### config.mk
export PLATFORM = sky130hd
export DESIGN_NAME = led_bounce
export DESIGN_NICKNAME = d
export VERILOG_FILES = /design/src/rtl/led_bounce.sv
export SDC_FILE = /design/constraint.sdc
export NUM_CORES = 1
export LEC_CHECK = 0
export CORE_MARGIN = 1.5
export CORE_UTILIZATION = 40
export CTS_BUF_LIST = sky130_fd_sc_hd__clkbuf_2 sky130_fd_sc_hd__clkbuf_4 sky130_fd_sc_hd__clkbuf_8
export DETAILED_ROUTE_END_ITERATION = 16
export GPL_TIMING_DRIVEN = 0
export SETUP_SLACK_MARGIN = 0.4
export SLEW_MARGIN = 20
export SYNTH_ARGS = -nofsm -noshare
export SYNTH_HDL_FRONTEND = slang
export SYNTH_SLANG_ARGS = --single-unit
export TNS_END_PERCENT = 100
### constraint.sdc
create_clock -name i_clk -period 2.4 [get_ports i_clk]
set_input_delay 0.48 -clock i_clk [delete_from_list [all_inputs] [get_ports i_clk]]
set_output_delay 0.48 -clock i_clk [all_outputs]
set_load 0.05 [all_outputs]
### src/rtl/led_bounce.sv
// led_bounce: a single lit LED sweeps back and forth across LED_COUNT outputs,
// pausing END_HOLD strobe intervals at each end; a flip request reverses the
// sweep at the next strobe.
//
// Ports:
//   i_clk    - clock, all logic on the rising edge
//   i_reset  - synchronous active-high reset
//   i_en     - 1 = run, 0 = freeze prescaler and sweep
//   i_flip   - direction-reversal request, sampled every cycle
//   o_led    - one-hot lit LED
//   o_dir    - 1 = next motion toward the MSB, 0 = toward bit 0
//   o_end    - one-cycle pulse when the lit LED arrives at either end
module led_bounce #(
    parameter int unsigned COUNTER_WIDTH = 25,
    parameter int unsigned LED_COUNT     = 4,
    parameter int unsigned END_HOLD      = 2
) (
    input  logic                 i_clk,
    input  logic                 i_reset,
    input  logic                 i_en,
    input  logic                 i_flip,
    output logic [LED_COUNT-1:0] o_led,
    output logic                 o_dir,
    output logic                 o_end
);

    localparam int unsigned CNT_EXT_W = COUNTER_WIDTH + 1;
    localparam int unsigned HOLD_W    = 8;

    // Two-bit encoding with all four codes used, so no code is unreachable.
    typedef enum logic [1:0] {
        S_UP      = 2'd0,
        S_DOWN    = 2'd1,
        S_HOLD_HI = 2'd2,
        S_HOLD_LO = 2'd3
    } state_t;

    state_t                   state;
    logic [COUNTER_WIDTH-1:0] counter;
    logic                     stb;
    logic [HOLD_W-1:0]        hold_cnt;
    logic                     flip_pend;

    logic                     flip_eff_c;
    logic                     moving_c;
    logic                     go_up_c;
    logic                     advance_c;
    logic [LED_COUNT-1:0]     next_led_c;

    // Direction of the next shift and whether this strobe moves the LED.
    always_comb begin
        flip_eff_c = flip_pend | i_flip;
        moving_c   = (state == S_UP) || (state == S_DOWN);
        go_up_c    = 1'b1;
        case (state)
            S_UP:      go_up_c = ~flip_eff_c;
            S_DOWN:    go_up_c = flip_eff_c;
            S_HOLD_HI: go_up_c = 1'b0;
            default:   go_up_c = 1'b1;
        endcase
        advance_c  = moving_c || (hold_cnt == HOLD_W'(1));
        next_led_c = go_up_c ? (o_led << 1) : (o_led >> 1);
    end

    // Prescaler, sweep state and registered outputs.
    always_ff @(posedge i_clk) begin
        if (i_reset) begin
            counter   <= '0;
            stb       <= 1'b0;
            o_led     <= LED_COUNT'(1);
            state     <= S_HOLD_LO;
            hold_cnt  <= HOLD_W'(1);
            o_dir     <= 1'b1;
            o_end     <= 1'b0;
            flip_pend <= 1'b0;
        end else begin
            o_end <= 1'b0;

            if (i_en) begin
                {stb, counter} <= CNT_EXT_W'({1'b0, counter}) + CNT_EXT_W'(1);
            end else begin
                stb <= 1'b0;
            end

            // Flip requests are only remembered while the LED is moving.
            if (i_flip && moving_c) begin
                flip_pend <= 1'b1;
            end

            if (i_en && stb) begin
                if (advance_c) begin
                    o_led     <= next_led_c;
                    flip_pend <= 1'b0;
                    if (next_led_c[LED_COUNT-1]) begin
                        state    <= S_HOLD_HI;
                        hold_cnt <= HOLD_W'(END_HOLD);
                        o_dir    <= 1'b0;
                        o_end    <= 1'b1;
                    end else if (next_led_c[0]) begin
                        state    <= S_HOLD_LO;
                        hold_cnt <= HOLD_W'(END_HOLD);
                        o_dir    <= 1'b1;
                        o_end    <= 1'b1;
                    end else begin
                        state <= go_up_c ? S_UP : S_DOWN;
                        o_dir <= go_up_c;
                    end
                end else begin
                    hold_cnt <= hold_cnt - HOLD_W'(1);
                end
            end
        end
    end

endmodule

==> metrics.log <==
INFO  metric cts_buffers = 5
INFO  metric p_sw = approximately 250 µW
INFO  metric cp.required = 1.92 ns
INFO  metric fp-row-count = 26
INFO  metric comb_power_frac = 0.026
INFO  metric syn_inst = 238
INFO  metric fin_tns_setup = 0 ns
INFO  metric timing.critical_path.from_type = register
INFO  metric final-max-slew-violation-count = 0
INFO  metric antenna_violations_before_repair = 0
INFO  metric insertedDiodeCount = 0
INFO  metric clock_tree_from_tritoncts = built
INFO  metric synth-seq-cells = 43
INFO  metric finalNetCount = ~260
INFO  metric seq_total_area_yosys = 0.414
INFO  metric root_buffer = sky130_fd_sc_hd__clkbuf_8
INFO  metric cell_internal_pwr = around 930 µW
INFO  metric placeable_core_area = slightly above 5000 µm²
INFO  metric critPathCaptureType = output port
INFO  metric synthesis.yosys.warnings = 0
INFO  metric rsz0062_at_grt = false
INFO  metric max-vdd-ir-drop = ~0.00032 V
INFO  metric synthesis.area_per_instance = around 8.7 µm²
INFO  metric max_stage_delay = slightly above 0.8 ns
INFO  metric area_added_between_synthesis_and_finish = 14.7%
INFO  metric powerDensity = 498 nW/µm²
INFO  metric critical_path.reg2reg.endpoint = state[0]
INFO  metric grt_start_max_net_pins = 12
INFO  metric cts_sinks = 43
INFO  metric timing.critical_path.cells = clkdlybuf4s50_1
INFO  metric synth.lib_cells_used.distinct = 44
INFO  metric hold_class = register to register
INFO  metric grt_pass1_wl = between 7000 and 8000 µm
INFO  metric yosys.area.top_type_share = 0.414
INFO  metric worst_endpoint_data_arrival_time = about 1.5 ns
INFO  metric io-pin-count = 10
INFO  metric grt_remaining_overflow = 0
INFO  metric total_leakage_power = about 0.8 nW
INFO  metric status = finished clean
INFO  metric dominant_delay_contributor_by_cell_family_on_the_critical_path = buffers and inverters
INFO  metric post_dp_hpwl = 3010 µm
INFO  metric finish.utilization = 0.472
INFO  metric synth_top_flop_cell = sky130_fd_sc_hd__dfxtp_1
INFO  metric clock_transition_at_the_registers_of_the_reported_paths = roughly 0.080 ns
INFO  metric setup_viol = 0
INFO  metric worstSkewPairLatency = between 0.2 and 0.3 ns
INFO  metric hold_depth = 2
INFO  metric htreeDepth = 2
INFO  metric postRouteWirelength = around 4500 µm
INFO  metric grt_pass1_vias = about 1,500
INFO  metric cap_violations = 0
INFO  metric routedWlPerCell = about 14 µm
INFO  metric fillerInstances = roughly 500
INFO  metric max-clock-path-buffers = 2
INFO  metric r2r-start = hold_cnt[4]
INFO  metric critical_path_class = register to output port
INFO  metric drcViolationCount = 0
INFO  metric worst-path-max-fanout = 3
INFO  metric detail_route.vias_per_cell = around 5.5
INFO  metric total_routing_usage_gr = 0.168
INFO  metric power.sequential.fraction = 0.607
INFO  metric min-delay-start = counter[24]
INFO  metric hold_path_end = stb
INFO  metric slowest_stage = sky130_fd_sc_hd__clkdlybuf4s50_1
INFO  metric reg2reg_setup_slack = between 0.5 and 0.6 ns
INFO  metric achievable-frequency = a little over 0.5 GHz
INFO  metric slew-limit-headroom = 0.654
INFO  metric period_needed = ~1.9 ns
INFO  metric finalHoldViolations = 0
INFO  metric power.switching_fraction = 0.214
INFO  metric drt.antenna.violating_nets = 0
INFO  metric worst-path-buf-inv = 1
INFO  metric numPortBuffers = 7
INFO  metric detail_route.first_pass.iterations = 4
INFO  metric detail_route.iter0.violations = 52
INFO  metric power.share.clock = 0.367
INFO  metric mappedNetlistNets = 245
INFO  metric die_height = about 75 µm
INFO  metric worst_r2r_path_depth = 4
INFO  metric worst_pin_slew = around 0.5 ns
INFO  metric initial_core_util = 0.412
INFO  metric synthesis.area = a little over 2000 µm²
INFO  metric post_synth_edffs = 0
INFO  metric clock_skew = 0.00421 ns
INFO  metric synthDominantAreaCellType = sky130_fd_sc_hd__dfxtp_1
INFO  metric async_set_or_reset_register_ratio_after_synthesis = 0
INFO  metric chipWidth = around 75 µm
INFO  metric finalCritPeriodShare = 0.811
INFO  metric yosys-top-cells-area = sky130_fd_sc_hd__dfxtp_1, sky130_fd_sc_hd__a21oi_1, sky130_fd_sc_hd__or3_1
INFO  metric gp_routability_congestion = 0.759
INFO  metric dr_total_vias = about 1,800
INFO  metric fp.dieArea = 5630 µm²
INFO  metric drive_above_1_share = 0.106
[stage by stage]
stage	area, µm²	cells	worst slack (ns)	hold WS (ns)	power, mW
after floorplan	2080	238	0.503	0.449	0.756
after global placement	2230	315	0.0659	0.468	0.767
after detailed placement	2230	315	0.0402	0.475	0.767
after CTS	2320	321	0.403	0.480	1.20
after global routing	2380	324	0.408	0.524	1.23
final	2380	324	0.454	0.478	1.19
[per-layer routing]
| layer | GRT usage | part of all wire | up-vias | routed length, µm |
|---|---|---|---|---|
| met5 | 0 | 0 | - | 0 |
| met4 | 0.0586 | 0.014 | 0 | 61 |
| met3 | 0.0455 | 0.038 | 6 | 170 |
| met2 | 0.253 | 0.45 | 32 | 2010 |
| met1 | 0.232 | 0.50 | 829 | 2260 |
| li1 | - | - | 925 | - |
[power groups by stage]
| stage | logic (mW) | clock network (mW) | registers, mW |
|---|---|---|---|
| after floorplan | 0.0208 | 0 | 0.736 |
| final | 0.0305 | 0.436 | 0.719 |
| after global routing | 0.0339 | 0.479 | 0.720 |
| after detailed placement | 0.0310 | 0 | 0.736 |
| after global placement | 0.0304 | 0 | 0.736 |
| after CTS | 0.0310 | 0.454 | 0.719 |
[synth_stat cells, drive strengths merged (4+ instances only)]
| cell type | instances |
|---|---|
| dfxtp | 43 |
| xor2 | 8 |
| a21oi | 19 |
| nor2 | 16 |
| o21ai | 16 |
| and3 | 4 |
| nor3 | 5 |
| or3 | 13 |
| nand2 | 14 |
| nand4 | 12 |
| and2 | 4 |
| o31ai | 7 |
| nand3 | 5 |
| buf | 6 |
| clkbuf | 6 |
| or4 | 8 |
| inv | 5 |
| a31oi | 6 |
[cell usage in the layout, fill, tap and decap left out, types with 4 or more instances in the layout]
master	instances
sky130_fd_sc_hd__a21oi_1	19
sky130_fd_sc_hd__a31oi_1	6
sky130_fd_sc_hd__and2_1	4
sky130_fd_sc_hd__and3_1	4
sky130_fd_sc_hd__buf_2	4
sky130_fd_sc_hd__clkbuf_1	5
sky130_fd_sc_hd__clkbuf_8	5
sky130_fd_sc_hd__clkdlybuf4s50_1	4
sky130_fd_sc_hd__dfxtp_1	43
sky130_fd_sc_hd__inv_1	5
sky130_fd_sc_hd__nand2_1	14
sky130_fd_sc_hd__nand4_1	11
sky130_fd_sc_hd__nor2_1	16
sky130_fd_sc_hd__nor3_1	5
sky130_fd_sc_hd__o21ai_0	15
sky130_fd_sc_hd__o31ai_1	6
sky130_fd_sc_hd__or3_1	13
sky130_fd_sc_hd__or4_1	6
sky130_fd_sc_hd__xor2_1	8
[registers in the layout, summed over array words and instances (netlist names)]
register and flops:
o_end 1, o_dir 1, state 2, counter 25, o_led 4, hold_cnt 8, flip_pend 1, stb 1
[cells by family (layout without fill, tap and decap cells)]
logic type / count (synthesis) / after routing / share of synthesized area
AO/OA/AOI/OAI: 61 / 61 / 0.187
XOR/XNOR: 11 / 11 / 0.0464
adder cells (fa/ha/maj): 3 / 3 / 0.0181
buffers and inverters: 17 / 33 / 0.0367
flip-flops: 43 / 43 / 0.414
multiplexers: 3 / 3 / 0.0145
AND/OR/NAND/NOR: 100 / 100 / 0.283
[area by class of cell]
type,count,area (µm²),share of cell area
flip-flops and latches,43,861,0.361
multi-input cells,178,1180,0.497
clock buffers,6,76.3,0.0320
plain buffers,12,58.8,0.0247
well taps,70,87.6,0.0368
repair buffers,10,96.3,0.0404
inverters,5,18.8,0.00788
[repair_timing]
item                                    4_1_cts  5_1_grt
resized for setup                             3       11
cloned                                        0        0
buffers inserted                              0        3
pin swaps                                     0        2
endpoints found under the setup margin        6       16
hold buffers                                  0        0
[how the worst max path moves through the flow]
stage                           from           to  slack [ns]  cells after the start
final                       o_led[3]     o_led[3]        0.45                      1
after global routing      counter[0]  counter[20]        0.41                      6
after CTS                     i_flip  hold_cnt[5]        0.40                      5
after detailed placement      i_flip  hold_cnt[7]        0.04                      5
after global placement        i_flip  hold_cnt[5]        0.07                      5
after floorplan                 i_en  counter[21]        0.50                      6
No activity file was read; power rests on OpenSTA's default activity.
==> edit 1, RTL diff (config.mk and constraints unchanged) <==
Encoding of `state_t`: now Gray code (2 bits for 4 states).
--- a/src/rtl/led_bounce.sv
+++ b/src/rtl/led_bounce.sv
@@ -30,8 +30,8 @@
     // Two-bit encoding with all four codes used, so no code is unreachable.
     typedef enum logic [1:0] {
-        S_UP      = 2'd0,
-        S_DOWN    = 2'd1,
-        S_HOLD_HI = 2'd2,
-        S_HOLD_LO = 2'd3
+        S_UP      = 2'b00,
+        S_DOWN    = 2'b01,
+        S_HOLD_HI = 2'b11,
+        S_HOLD_LO = 2'b10
     } state_t;
 
Function: no difference found for any inputs over 10 cycles, from zero or initial values and one cycle with i_reset high; not proved beyond that.
==> edit 1 against the unedited design <==
Count of clock-buffer cells in the layout up 1; cell count up 5.9%; setup slack better by 0.00078 ns; wire length up 4.8%; sequential cell count unchanged; sequential share of layout area down 1.3 points; cell area up 4.4%; global-route usage down 0.17 points; synthesized area up 5.2%.
Power is not compared: it rests on default switching activity, and its combinational part moved more than twofold at a synthesized area within 25%.
==> edit 1: results (changes against the unedited design) <==
\begin{tabular}{lr}
\hline
Metric & Value \\
\hline
\multicolumn{2}{l}{\textbf{Placement}} \\
\quad Detailed placer's ending HPWL & 3230 µm (+7.6\%) \\
\quad Cell area reported after detailed placement & 2350 µm² (+5.3\%) \\
\quad Post-place setup slack & 0.0840 ns (+0.0438 ns) \\
\quad Count of buffers from port buffering & 8 (+1) \\
\multicolumn{2}{l}{\textbf{GRT}} \\
\quad Met3 Use GR & 3.57\% (-0.98 points) \\
\quad GR Util met2 & 25.0\% (-0.31 points) \\
\quad Global-route track usage on met1 & 23.5\% (+0.29 points) \\
\quad Total track usage & 16.6\% (-0.17 points) \\
\quad Pin count of the biggest net entering global routing & 13 (+1) \\
\quad First-pass GRT wire length & 8070 µm (+12\%) \\
\quad Number of global-route vias before repair & 1,715 (+12\%) \\
\multicolumn{2}{l}{\textbf{Yosys}} \\
\quad Largest cells by area after synthesis & sky130\_fd\_sc\_hd\_\_dfxtp\_1, sky130\_fd\_sc\_hd\_\_a21oi\_1, sky130\_fd\_sc\_hd\_\_o21ai\_0 \\
\quad Share of synthesized area occupied by flip-flops and latches & 39.4\% (-2.0 points) \\
\quad Mapped Nets & 264 (+7.8\%) \\
\quad XOR/XNOR Fraction of Synth Area & 4.01\% (-0.63 points) \\
\quad Synth Area in Compound Gates & 21.2\% (+2.5 points) \\
\multicolumn{2}{l}{\textbf{Critical path}} \\
\quad Worst reg-to-reg setup slack & 0.48 ns (-0.03 ns) \\
\quad Critical R2R Capture & state[1] \\
\quad Critical R2R Launch & hold\_cnt[1] \\
\quad Depth of the worst register-to-register path & 6 (+2) \\
\multicolumn{2}{l}{\textbf{Cells and area}} \\
\quad Share of cell area taken by multi-input logic gates & 50.4\% (+0.69 points) \\
\quad Nonclk buf count & 21 (-4.5\%) \\
\quad Final net count & 279 (+6.5\%) \\
\quad Clk\_buf instances & 7 (+1) \\
\quad Proportion of layout cells with a drive suffix above 1 & 11.0\% (+0.36 points) \\
\quad Fillcell total & 504 (+1.0\%) \\
\quad Fraction of standard cell area that is sequential & 34.8\% (-1.3 points) \\
\multicolumn{2}{l}{\textbf{STA}} \\
\quad Slew headroom & 62.0\% (-3.4 points) \\
\quad Worst setup skew after layout & 0.00580 ns (+0.00159 ns) \\
\multicolumn{2}{l}{\textbf{Detailed routing}} \\
\quad Met2 layer wire length in the routed design & 2130 µm (+5.9\%) \\
\quad Met3 WL post-DR & 168 µm (-1.2\%) \\
\quad Detailed-route via count & 1,942 (+8.4\%) \\
\multicolumn{2}{l}{\textbf{Run status}} \\
\quad Outcome & complete, no violations \\
\hline
\end{tabular}
[edit 1: cell count changes in the layout (fill, tap and decap cells not counted), sizes merged, moves of 3 or more]
cell | before | now
clkbuf | 12 | 15
xor2 | 8 | 5
buf | 9 | 5
nand3b | 3 | 0
nand4 | 12 | 6
nand3 | 5 | 14
inv | 5 | 10
or3 | 13 | 9
or4 | 8 | 12
o21ai | 16 | 21
a311oi | 0 | 4
[edit 1: where the power goes]
group | switching, µW | total [µW] | internal [µW]
clock network | 243 | 470 | 227
logic | 48.2 | 75.8 | 27.7
registers | 6.20 | 726 | 720
[edit 1: through the flow]
step | hold slack, ns | power [µW] | utilization, % | instances
2_1_floorplan | 0.431 | 789 | - | 257
3_3_place_gp | 0.450 | 810 | 45.5 | 335
3_5_place_dp | 0.449 | 810 | 45.5 | 335
4_1_cts | 0.466 | 1290 | 47.5 | 343
5_1_grt | 0.484 | 1330 | 48.1 | 343
6_report | 0.459 | 1270 | 48.1 | 343
==> edit 2, RTL diff (same settings) <==
Without the edit above. Change the parameter `LED_COUNT` from 4 to 2.
--- a/src/rtl/led_bounce.sv
+++ b/src/rtl/led_bounce.sv
@@ -13,5 +13,5 @@
 module led_bounce #(
     parameter int unsigned COUNTER_WIDTH = 25,
-    parameter int unsigned LED_COUNT     = 4,
+    parameter int unsigned LED_COUNT     = 2,
     parameter int unsigned END_HOLD      = 2
 ) (
Interface: changed (resized o_led); port bits go from 10 to 8. The function was not compared with the original's and may differ.
==> edit 2 against the unedited design <==
Total power up 5.6%; synthesized area is 2.0% lower; via count decreased by 0.33%; first-iteration DRC count grew 120%; setup slack better by 0.016 ns; largest power group unchanged; synthesized cell count up 0.84%; count of clock-buffer cells in the layout is 1 lower; wire length decreased by 3.5%; register-to-register slack worse by 0.04 ns; critical path depth grew 5; sequential cell count is 2 lower; non-clock buffer count increased by 1; worst hold slack improved by 0.0012 ns; cell area down 2.7%.
==> edit 2: results (changes against the unedited design) <==
\begin{tabular}{lr}
\hline
Metric & Value \\
\hline
\multicolumn{2}{l}{\textbf{Cells and area}} \\
\quad Signed area change from the synthesized netlist to the final layout & 14.0\% \\
\quad Fillcell total & 520 (+4.2\%) \\
\quad Largest registers & counter: 25 flops, hold\_cnt: 8 flops \\
\quad Proportion of layout cells with a drive suffix above 1 & 10.2\% (-0.39 points) \\
\multicolumn{2}{l}{\textbf{Yosys}} \\
\quad Mapped Nets & 247 (+0.82\%) \\
\quad XOR/XNOR Fraction of Synth Area & 5.60\% (+0.96 points) \\
\quad Multiplexer area fraction after synthesis & 2.09\% (+0.65 points) \\
\quad Most instantiated cells after synthesis & sky130\_fd\_sc\_hd\_\_dfxtp\_1, sky130\_fd\_sc\_hd\_\_nor2\_1, sky130\_fd\_sc\_hd\_\_nand2\_1, sky130\_fd\_sc\_hd\_\_nand4\_1, sky130\_fd\_sc\_hd\_\_o21ai\_0 \\
\multicolumn{2}{l}{\textbf{Placement}} \\
\quad Post-Place Cells & 312 (-0.95\%) \\
\quad Cell area reported after detailed placement & 2170 µm² (-3.0\%) \\
\quad Final RePlAce weighted congestion & 0.748 (-1.4\%) \\
\quad Count of buffers from port buffering & 5 (-2) \\
\multicolumn{2}{l}{\textbf{GRT}} \\
\quad Global-route track usage on met1 & 25.4\% (+2.3 points) \\
\quad GR Util met2 & 23.9\% (-1.4 points) \\
\quad First-pass GRT wire length & 7220 µm (+0.39\%) \\
\quad Pin count of the biggest net entering global routing & 13 (+1) \\
\quad Total track usage & 17.1\% (+0.28 points) \\
\multicolumn{2}{l}{\textbf{Critical path}} \\
\quad Kind of cell adding the most delay to the critical path & simple AND/OR/NAND/NOR gates \\
\quad Maximum fanout along the worst path & 9 (+6) \\
\multicolumn{2}{l}{\textbf{Detailed routing}} \\
\quad Routed vias/inst & 5.56 (+0.60\%) \\
\quad Post-DR wirelength/cell & 13.5 µm (-2.6\%) \\
\quad Wire length on met1 & 2360 µm (+4.4\%) \\
\quad Iteration-0 DRC count of the detailed router & 112 (+120\%) \\
\multicolumn{2}{l}{\textbf{Power and ir drop}} \\
\quad Pleak & 0.000802 µW (+0.46\%) \\
\multicolumn{2}{l}{\textbf{Run status}} \\
\quad Outcome & complete, no violations \\
\multicolumn{2}{l}{\textbf{STA}} \\
\quad Worst setup skew after layout & 0.00401 ns (-0.000199 ns) \\
\hline
\end{tabular}
==> edit 2: cell types whose count changed after synthesis, moves of 3 or more <==
cell,unedited run,this run
sky130_fd_sc_hd__nand3b_1,3,0
sky130_fd_sc_hd__clkbuf_1,6,10
sky130_fd_sc_hd__or3_1,13,4
sky130_fd_sc_hd__nand2b_1,0,3
sky130_fd_sc_hd__o21ai_0,16,13
sky130_fd_sc_hd__xnor2_1,3,6
sky130_fd_sc_hd__o21a_1,1,4
sky130_fd_sc_hd__a21oi_1,19,11
sky130_fd_sc_hd__nor2_1,16,20
==> edit 2: final timing paths <==
check / start / to / slack (ns) / cells past startpoint
min: counter[23] / counter[23] / 0.48 / 2
max reg2reg: state[1] / o_led[1] / 0.47 / 6
max: state[1] / o_led[1] / 0.47 / 6
min reg2reg: counter[23] / counter[23] / 0.48 / 2
==> edit 2: power breakdown <==
group / leakage (µW) / switching [µW] / internal, µW
sequential: 0.000331 / 2.85 / 683
clock: 0.0000540 / 233 / 302
combinational: 0.000417 / 20.8 / 9.50
==> edit 2: layout make-up <==
| class | instances | share of cell area [%] |
|---|---|---|
| multi-input combinational | 176 | 49.1 |
| sequential | 41 | 35.4 |
| tap | 67 | 3.62 |
| buffer | 16 | 3.29 |
| clock buffer | 5 | 2.97 |
| timing repair buffer | 7 | 2.97 |
| clock inverter | 2 | 1.51 |
| inverter | 7 | 1.13 |
==> edit 2: cell families (layout without fill, tap and decap cells) <==
logic type,count (synthesis),count (layout)
compound gates,52,52
flops,41,41
simple gates,104,104
mux,4,4
buf+inv,23,37
xor+xnor,13,13
fa+ha+maj,3,3
==> edit 2: what timing repair did <==
item | in CTS | in global routing
buffers inserted | 2 | 0
hold buffers | 0 | 0
setup endpoints to repair | 8 | 16
pin swaps | 1 | 0
resized for setup | 3 | 12
